$ cat src/rtl/debug_pkg.sv
// rtl/debug_pkg.sv - shared constants for the debug controller; frame size depends on DEBUG_CYCLE_COUNT_EN.
package debug_pkg;

    localparam logic [7:0] CMD_RUN   = 8'h63;
    localparam logic [7:0] CMD_STEP  = 8'h73;
    localparam logic [7:0] CMD_DUMP  = 8'h64;
    localparam logic [7:0] CMD_PAUSE = 8'h70;

    localparam int DEFAULT_DEBUG_W    = 322;
    localparam int DEFAULT_SNAP_BYTES = 41;
    localparam int CYC_CNT_BYTES      = 4;

    localparam logic [2:0] ST_IDLE    = 3'd0;
    localparam logic [2:0] ST_RUN     = 3'd1;
    localparam logic [2:0] ST_STEP    = 3'd2;
    localparam logic [2:0] ST_CAPTURE = 3'd3;
    localparam logic [2:0] ST_SEND    = 3'd4;

    function automatic int frame_bytes(input int snap_bytes);
`ifdef DEBUG_CYCLE_COUNT_EN
        return snap_bytes + CYC_CNT_BYTES;
`else
        return snap_bytes;
`endif
    endfunction

endpackage

$ cat src/rtl/debug_tx_serializer.sv
// rtl/debug_tx_serializer.sv - frame shift register feeding the UART TX FIFO, MSB byte first.
module debug_tx_serializer #(
    parameter int FRAME_BYTES = 41
) (
    input  logic                     clock,
    input  logic                     reset_n,
    input  logic                     load,
    input  logic                     send_en,
    input  logic [8*FRAME_BYTES-1:0] frame_in,
    input  logic                     tx_full,
    output logic                     wr,
    output logic [7:0]               w_data,
    output logic                     done
);

    localparam int FRAME_W = 8 * FRAME_BYTES;
    localparam int CNT_W   = $clog2(FRAME_BYTES + 1);

    logic [FRAME_W-1:0] frame_q, frame_d;
    logic [CNT_W-1:0]   cnt_q, cnt_d;
    logic [7:0]         w_data_q, w_data_d;

    assign wr   = send_en & ~tx_full;
    // w_data follows the top byte while writing and otherwise holds the last byte sent
    assign w_data = wr ? frame_q[FRAME_W-1 -: 8] : w_data_q;
    assign done = wr && (cnt_q == CNT_W'(FRAME_BYTES - 1));

    always_comb begin
        frame_d  = frame_q;
        cnt_d    = cnt_q;
        w_data_d = w_data_q;
        if (load) begin
            frame_d = frame_in;
            cnt_d   = '0;
        end else if (wr) begin
            frame_d  = frame_q << 8;
            cnt_d    = cnt_q + 1'b1;
            w_data_d = frame_q[FRAME_W-1 -: 8];
        end
    end

    always_ff @(posedge clock) begin
        if (!reset_n) begin
            frame_q  <= '0;
            cnt_q    <= '0;
            w_data_q <= 8'h00;
        end else begin
            frame_q  <= frame_d;
            cnt_q    <= cnt_d;
            w_data_q <= w_data_d;
        end
    end

endmodule

$ cat src/rtl/debug_controller.sv
// rtl/debug_controller.sv - UART command FSM that runs/steps/dumps the core and ships its snapshot.
// DEBUG_CYCLE_COUNT_EN appends a 32-bit enabled-cycle counter to every frame.
module debug_controller
    import debug_pkg::*;
#(
    parameter int DEBUG_W    = DEFAULT_DEBUG_W,
    parameter int SNAP_BYTES = DEFAULT_SNAP_BYTES
) (
    input  logic               clock,
    input  logic               reset_n,
    input  logic [DEBUG_W-1:0] debug_signal,
    input  logic               cpu_halt,
    output logic               cpu_enable,
    input  logic               rx_empty,
    input  logic [7:0]         r_data,
    output logic               rd,
    input  logic               tx_full,
    output logic [7:0]         w_data,
    output logic               wr
);

    localparam int SNAP_W      = 8 * SNAP_BYTES;
    localparam int FRAME_BYTES = frame_bytes(SNAP_BYTES);
    localparam int FRAME_W     = 8 * FRAME_BYTES;

    logic [2:0]         state_q, state_d;
    logic [SNAP_W-1:0]  snap_w;
    logic [FRAME_W-1:0] frame_w;
    logic               load;
    logic               send_en;
    logic               done;

    // snapshot is left-aligned with zero padding in the low bits
    assign snap_w = SNAP_W'(debug_signal) << (SNAP_W - DEBUG_W);

`ifdef DEBUG_CYCLE_COUNT_EN
    logic [31:0] cyc_q;

    always_ff @(posedge clock) begin
        if (!reset_n) begin
            cyc_q <= 32'd0;
        end else if (cpu_enable) begin
            cyc_q <= cyc_q + 32'd1;
        end
    end

    assign frame_w = {snap_w, cyc_q};
`else
    assign frame_w = snap_w;
`endif

    assign rd = reset_n && !rx_empty && ((state_q == ST_IDLE) || (state_q == ST_RUN));

    always_comb begin
        state_d    = state_q;
        cpu_enable = 1'b0;
        load       = 1'b0;
        send_en    = 1'b0;
        case (state_q)
            ST_IDLE: begin
                if (rd) begin
                    case (r_data)
                        CMD_RUN:  state_d = ST_RUN;
                        CMD_STEP: state_d = ST_STEP;
                        CMD_DUMP: state_d = ST_CAPTURE;
                        default:  state_d = ST_IDLE;
                    endcase
                end
            end
            ST_RUN: begin
                cpu_enable = !cpu_halt;
                // halt and a popped pause collapse into a single capture
                if (cpu_halt || (rd && (r_data == CMD_PAUSE))) begin
                    state_d = ST_CAPTURE;
                end
            end
            ST_STEP: begin
                cpu_enable = 1'b1;
                state_d    = ST_CAPTURE;
            end
            ST_CAPTURE: begin
                load    = 1'b1;
                state_d = ST_SEND;
            end
            ST_SEND: begin
                send_en = 1'b1;
                if (done) begin
                    state_d = ST_IDLE;
                end
            end
            default: state_d = ST_IDLE;
        endcase
    end

    always_ff @(posedge clock) begin
        if (!reset_n) begin
            state_q <= ST_IDLE;
        end else begin
            state_q <= state_d;
        end
    end

    debug_tx_serializer #(
        .FRAME_BYTES(FRAME_BYTES)
    ) u_tx (
        .clock    (clock),
        .reset_n  (reset_n),
        .load     (load),
        .send_en  (send_en),
        .frame_in (frame_w),
        .tx_full  (tx_full),
        .wr       (wr),
        .w_data   (w_data),
        .done     (done)
    );

endmodule

$ cat config.mk
export PLATFORM = sky130hd
export DESIGN_NAME = debug_controller
export DESIGN_NICKNAME = d
export VERILOG_FILES = /design/src/rtl/debug_pkg.sv /design/src/rtl/debug_tx_serializer.sv /design/src/rtl/debug_controller.sv
export SDC_FILE = /design/constraint.sdc
export NUM_CORES = 1
export LEC_CHECK = 0
export ABC_CLOCK_PERIOD_IN_PS = 2400
export BUFFER_PORTS_ARGS = -buffer_cell sky130_fd_sc_hd__buf_2
export CORE_MARGIN = 3
export CORE_UTILIZATION = 45
export CTS_BUF_LIST = sky130_fd_sc_hd__clkbuf_8
export CTS_CLUSTER_DIAMETER = 100
export DETAILED_ROUTE_END_ITERATION = 10
export MAX_ROUTING_LAYER = met4
export PLACE_DENSITY = 0.66
export SLEW_MARGIN = 30
export SYNTH_ARGS = -nofsm -noshare
export SYNTH_HDL_FRONTEND = slang
export SYNTH_SLANG_ARGS = --single-unit
$ cat constraint.sdc
create_clock -name clock -period 2.4 [get_ports clock]
set_input_delay 0.12 -clock clock [delete_from_list [all_inputs] [get_ports clock]]
set_output_delay 0.12 -clock clock [all_outputs]
set_load 0.01 [all_outputs]
# Yosys cells after proc, flatten, opt, wreduce, memory -nomap -nowiden
# Index checks and enable logic that the tools add are counted.
[word_totals] inputBits=335 ff_bits=339
[classes] reduce_logical=12 n_eq_ne=12 mux=11 n_addsub=1 bitwise_logic=3
[ops] op="$mux 328" n=2
[ops] op="$eq 8x7->1 const B" n=4
[ops] op="$pmux 3 s5" n=1
[ops] op="$mux 3" n=3
[ops] op="$mux 8" n=1
[ops] op="$add 6x1->6 const B" n=1
[ops] op="$eq 3x2->1 const B" n=2
[ops] op="$eq 6x6->1 const B" n=1
[ops] op="$pmux 2 s3" n=1
[ops] op="$logic_and 1x1->1" n=4
[ops] op="$ne 2x2->1 const B" n=2
[ops] op="$eq 3x1->1 const B" n=1
[ops] op="$eq 3x3->1 const B" n=1
[ops] op="$logic_not 3->1" n=1
[ops] op="$reduce_and 3->1" n=1
[ops] op="$logic_not 1->1" n=2
[ops] op="$logic_or 1x1->1" n=2
[ops] op="$mux 1" n=2
[ops] op="$ne 2x1->1 const B" n=1
[ops] op="$not 1->1" n=2
[ops] op="$pmux 1 s2" n=1
[ops] op="$reduce_bool 2->1" n=1
[ops] op="$reduce_or 2->1" n=1
[ops] op="$and 1x1->1" n=1

# Logic depth before layout (Yosys ltp)
[depth] word_depth=7 depth_mapped=9 mapped_depth_nobuf=6

# Cells and area by module
# From an unflattened synthesis, not the netlist that was laid out.
[unflattened] cells_unflattened=1946 area_unflattened_um2=14525.2
[modules_own_cells] mod="debug_tx_serializer" cells_per_inst=1912 n_inst=1 area_per_inst_um2=14262.4
[modules_own_cells] mod="debug_controller" cells_per_inst=34 n_inst=1 area_per_inst_um2=262.8

# Worst setup path before layout
# Ideal clock, no wire load.
[synth_timing] kind="register -> register" from="reg state_q[0]" to="reg u_tx.frame_q[100]" arrival_time_ps=1694 n_path_buf=4 stages_incl_launch_ff=9 setup_slack_ps=590 cell_sequence="dfxtp_1 buf_2 or4b_1 buf_4 clkbuf_1 buf_2 nand2_1 nand3_1 o211a_1"
[synth_via] elab_chain_cells=4 elab_cells_between_ends=7 classes_between="2 x eq/ne; 3 x mux; 1 x bitwise; 1 x reduce/logical"
[synth_rtl] element="start, declared" line_no="debug_controller.sv:26" source="logic [2:0] state_q, state_d;"
[synth_rtl] element="start signal, assigned" line_no="debug_controller.sv:99" source="state_q <= state_d;"
[synth_rtl] element="$eq 3x3->1" line_no="debug_controller.sv:59" source="case (state_q)"
[synth_rtl] element="$mux 1" line_no="debug_controller.sv:59"
[synth_rtl] element="$and 1x1->1" line_no="debug_tx_serializer.sv:23" source="assign wr = send_en & ~tx_full;"
[synth_rtl] element="$reduce_bool 2->1 (no line)"
[synth_rtl] element="end signal, assigned" line_no="debug_tx_serializer.sv:48" source="frame_q <= frame_d;"
[synth_rtl] element="end, declared" line_no="debug_tx_serializer.sv:19" source="logic [FRAME_W-1:0] frame_q, frame_d;"
# Parallel ways exist; a longest one is shown, timed or not.
# A chain may end at the register's enable or synchronous reset.

# Final worst setup path
[layout_timing] from="reg state_q[0]" to="reg u_tx.frame_q[166]"
# Same word-level chain as after synthesis.

==> results by group <==
Setup path
  – WS Path Type: flip-flop to flip-flop
  – Crit path launch type: flip-flop
  – Worst Path Arrival: between 2 and 3 ns
  – CP Capture Type: flip-flop
  – R2r setup slk: between 0.05 and 0.06 ns
  – CP Max Fanout: 80
  – Critical path data required time: 2.86 ns

Synth
  – Mapped Cells: 1888
  – Ys Warns: 0
  – Syn_nets: roughly 2200
  – Main synth FF type: dfxtp_1
  – Avg Cell Area, Syn: between 8 and 9 um2
  – Cell variety after synth: 36
  – EDFF count, synth: 0
  – Sequential fraction of the synthesis area: 0.4374
  – Asr flop ratio synth: 0
  – Synthesis-stage register bit count: about 340
  – Synth Cell Area: approximately 16000 um2

Cells and area
  – Fraction of layout cells with a size suffix above 1: 0.1949
  – Commonest non-fill, non-tap cells in the layout: nand2_1, buf_2, dfxtp_1
  – Cell Count, Final, Fillers Out: ~3000
  – Nets: roughly 2800
  – Final Core Density: 0.6526
  – Design Area, Final: about 22000 um2
  – P&R area growth vs syn: 42.09%
  – Most common cell after layout, fill and taps aside: nand2_1

Floorplan
  – Initial core utilization: 0.4593
  – Die H: around 190 um
  – Row count: 67
  – I/O pins: 346
  – Die W: 191.7 um
  – CORE AREA: 33780 um2
  – Die ar.: approximately 37000 um2

STA
  – Hold Fails Final Rpt: 0
  – Slew margin rel.: 0.5746
  – # setup viols final: 0
  – Final Cycle Share: 0.9750
  – RSZ-0062 raised after global routing: true
  – Final setup margin: about 0.06 ns
  – Fin crit period: about 2.3 ns
  – F_max: between 400 and 500 MHz
  – Layout Skew: around 0.019 ns
  – Slew Viols, Final: 0
  – Measured slew at the worst slew-check pin: between 0.6 and 0.7 ns

Global routing
  – Total grt overflow: 0
  – GRT Total Usage: 0.2613
  – First-pass GRT wire length: 77300 um
  – Largest net degree at the start of global routing: around 160
  – Initial antenna violation count: 9
  – Vias in the first global route: between 15000 and 20000

Run status
  – Status: finished, final reports clean

Place
  – DP Worst Slack: about 0.36 ns
  – IO buf count: roughly 350
  – Placed inst area: between 15000 and 20000 um2
  – Detailed placement HPWL: around 28000 um
  – GPL Wtd Cong: between 0.8 and 0.9
  – Placed cell count: ~2500

Drt
  – Routed Antenna Nets: 0
  – # DRC: 0
  – Vias post-DR: roughly 16000
  – Drt wl/cell: roughly 17 um
  – Post-DR vias/cell: approximately 5.4
  – 1st-pass router iterations: 5
  – WL final: ~50000 um
  – Number of DRC markers in iteration 0: 1256

Clocking
  – CTS tree: yes
  – Clock Latency Late Sink: 0.58 ns
  – Cts bufs inserted: 58
  – Root buf cell: clkbuf_8
  – CTS Sinks: between 300 and 400
  – H-tree depth: 2
  – Clk slew on worst S/H paths: roughly 0.06 ns
  – Deepest clock path buffer count: 3

Min path
  – Worst hold path type: input port to flip-flop

Pwr
  – VDD IR max: 0.0004508 V
  – Pwr Density: 537.1 nW/um2
  – Leak: ~13 nW

Run
  – Max cap viols: 0
-- what timing repair did --
item                                    in CTS  in global routing
endpoints found under the hold margin      330                  0
buffers inserted                             7                  1
gates resized for setup                      7                 11
cloned                                       2                  3
hold buffers                               330                  0
endpoints found under the setup margin       8                135
pin swaps                                    1                  2
-- cell type report --
cell class | instances | area (um2)
fill | 2674 | 11740
timing repair buffer | 725 | 5704
clock buffer | 82 | 1129
tap | 448 | 560.5
sequential | 339 | 6789
multi-input combinational | 1363 | 7712
antenna | 13 | 32.53
clock inverter | 22 | 87.58
inverter | 3 | 23.77
timing repair inverter | 1 | 8.758
-- report_power, final --
| part | switching, mW | internal, mW |
|---|---|---|
| clock network | 2.34 | 3.00 |
| logic | 0.313 | 0.562 |
| registers | 0.000615 | 5.63 |
| total | 2.65 | 9.19 |
-- worst max-delay path: stages (launching register included) --
cell and delay [ns]:
dfxtp_2 0.37, or4b_4 0.65, buf_4 0.21, buf_4 0.13
buf_4 0.16, buf_16 0.19, nand2_1 0.14, nand3_1 0.10
o211a_1 0.16
-- sequential cells by signal (all words and copies together), names as in the netlist --
register,cells
state_q,3
u_tx.cnt_q,6
u_tx.frame_q,322
u_tx.w_data_q,8
-- per-layer routing --
layer | track usage | vias to the layer above | share of wire
li1 | - | 7777 | -
met1 | 0.3292 | 7585 | 0.43
met2 | 0.4187 | 621 | 0.47
met3 | 0.04873 | 142 | 0.070
met4 | 0.09738 | 0 | 0.033
met5 | - | - | 0
-- kinds of logic (layout without fill, tap and decap cells) --
group                    Yosys count  in the layout  synth area share
AO/OA/AOI/OAI                    337            337            0.2120
XOR/XNOR                           4              4          0.002258
adder cells (fa/ha/maj)            2              2          0.001613
buffers and inverters            186            833           0.06725
flip-flops                       339            339            0.4374
other                              0             13                 0
AND/OR/NAND/NOR                 1020           1020            0.2795
-- Yosys cell counts, drive strengths merged (2+ instances only) --
master	number	area, um2
nor4	2	12.51
nor2b	8	50.05
o211a	314	3143
dfxtp	339	6787
a22oi	8	60.06
a211oi	2	15.01
buf	65	584.3
o21ai	5	25.02
a21oi	6	30.03
nor4b	2	17.52
xor2	4	35.03
nand2	663	2489
or4b	2	20.02
inv	2	7.510
ha	2	25.02
nand4	2	12.51
clkbuf	118	442.9
and2	9	56.30
nor2	8	30.03
nand3	314	1572
nand2b	2	12.51
-- final timing paths --
check	startpoint	to	cells past startpoint
max reg2reg	state_q[0]$_SDFFE_PN0P_	u_tx.frame_q[166]$_SDFFE_PN0P_	8
min reg2reg	u_tx.cnt_q[1]$_SDFFE_PP0P_	u_tx.cnt_q[1]$_SDFFE_PP0P_	2
max	state_q[0]$_SDFFE_PN0P_	u_tx.frame_q[166]$_SDFFE_PN0P_	8
min	r_data[0]	state_q[0]$_SDFFE_PN0P_	5
-- through the flow --
step                      total power, mW  setup TNS (ns)  hold WS [ns]
final                               11.84               0       0.09323
after global routing                12.23        -0.05442        0.1066
after global placement              6.165               0        0.3604
after floorplan                     5.842               0        0.2764
after CTS                           11.93               0       0.03774
after detailed placement            6.169               0        0.3634
(Power assumes the default switching activity.)
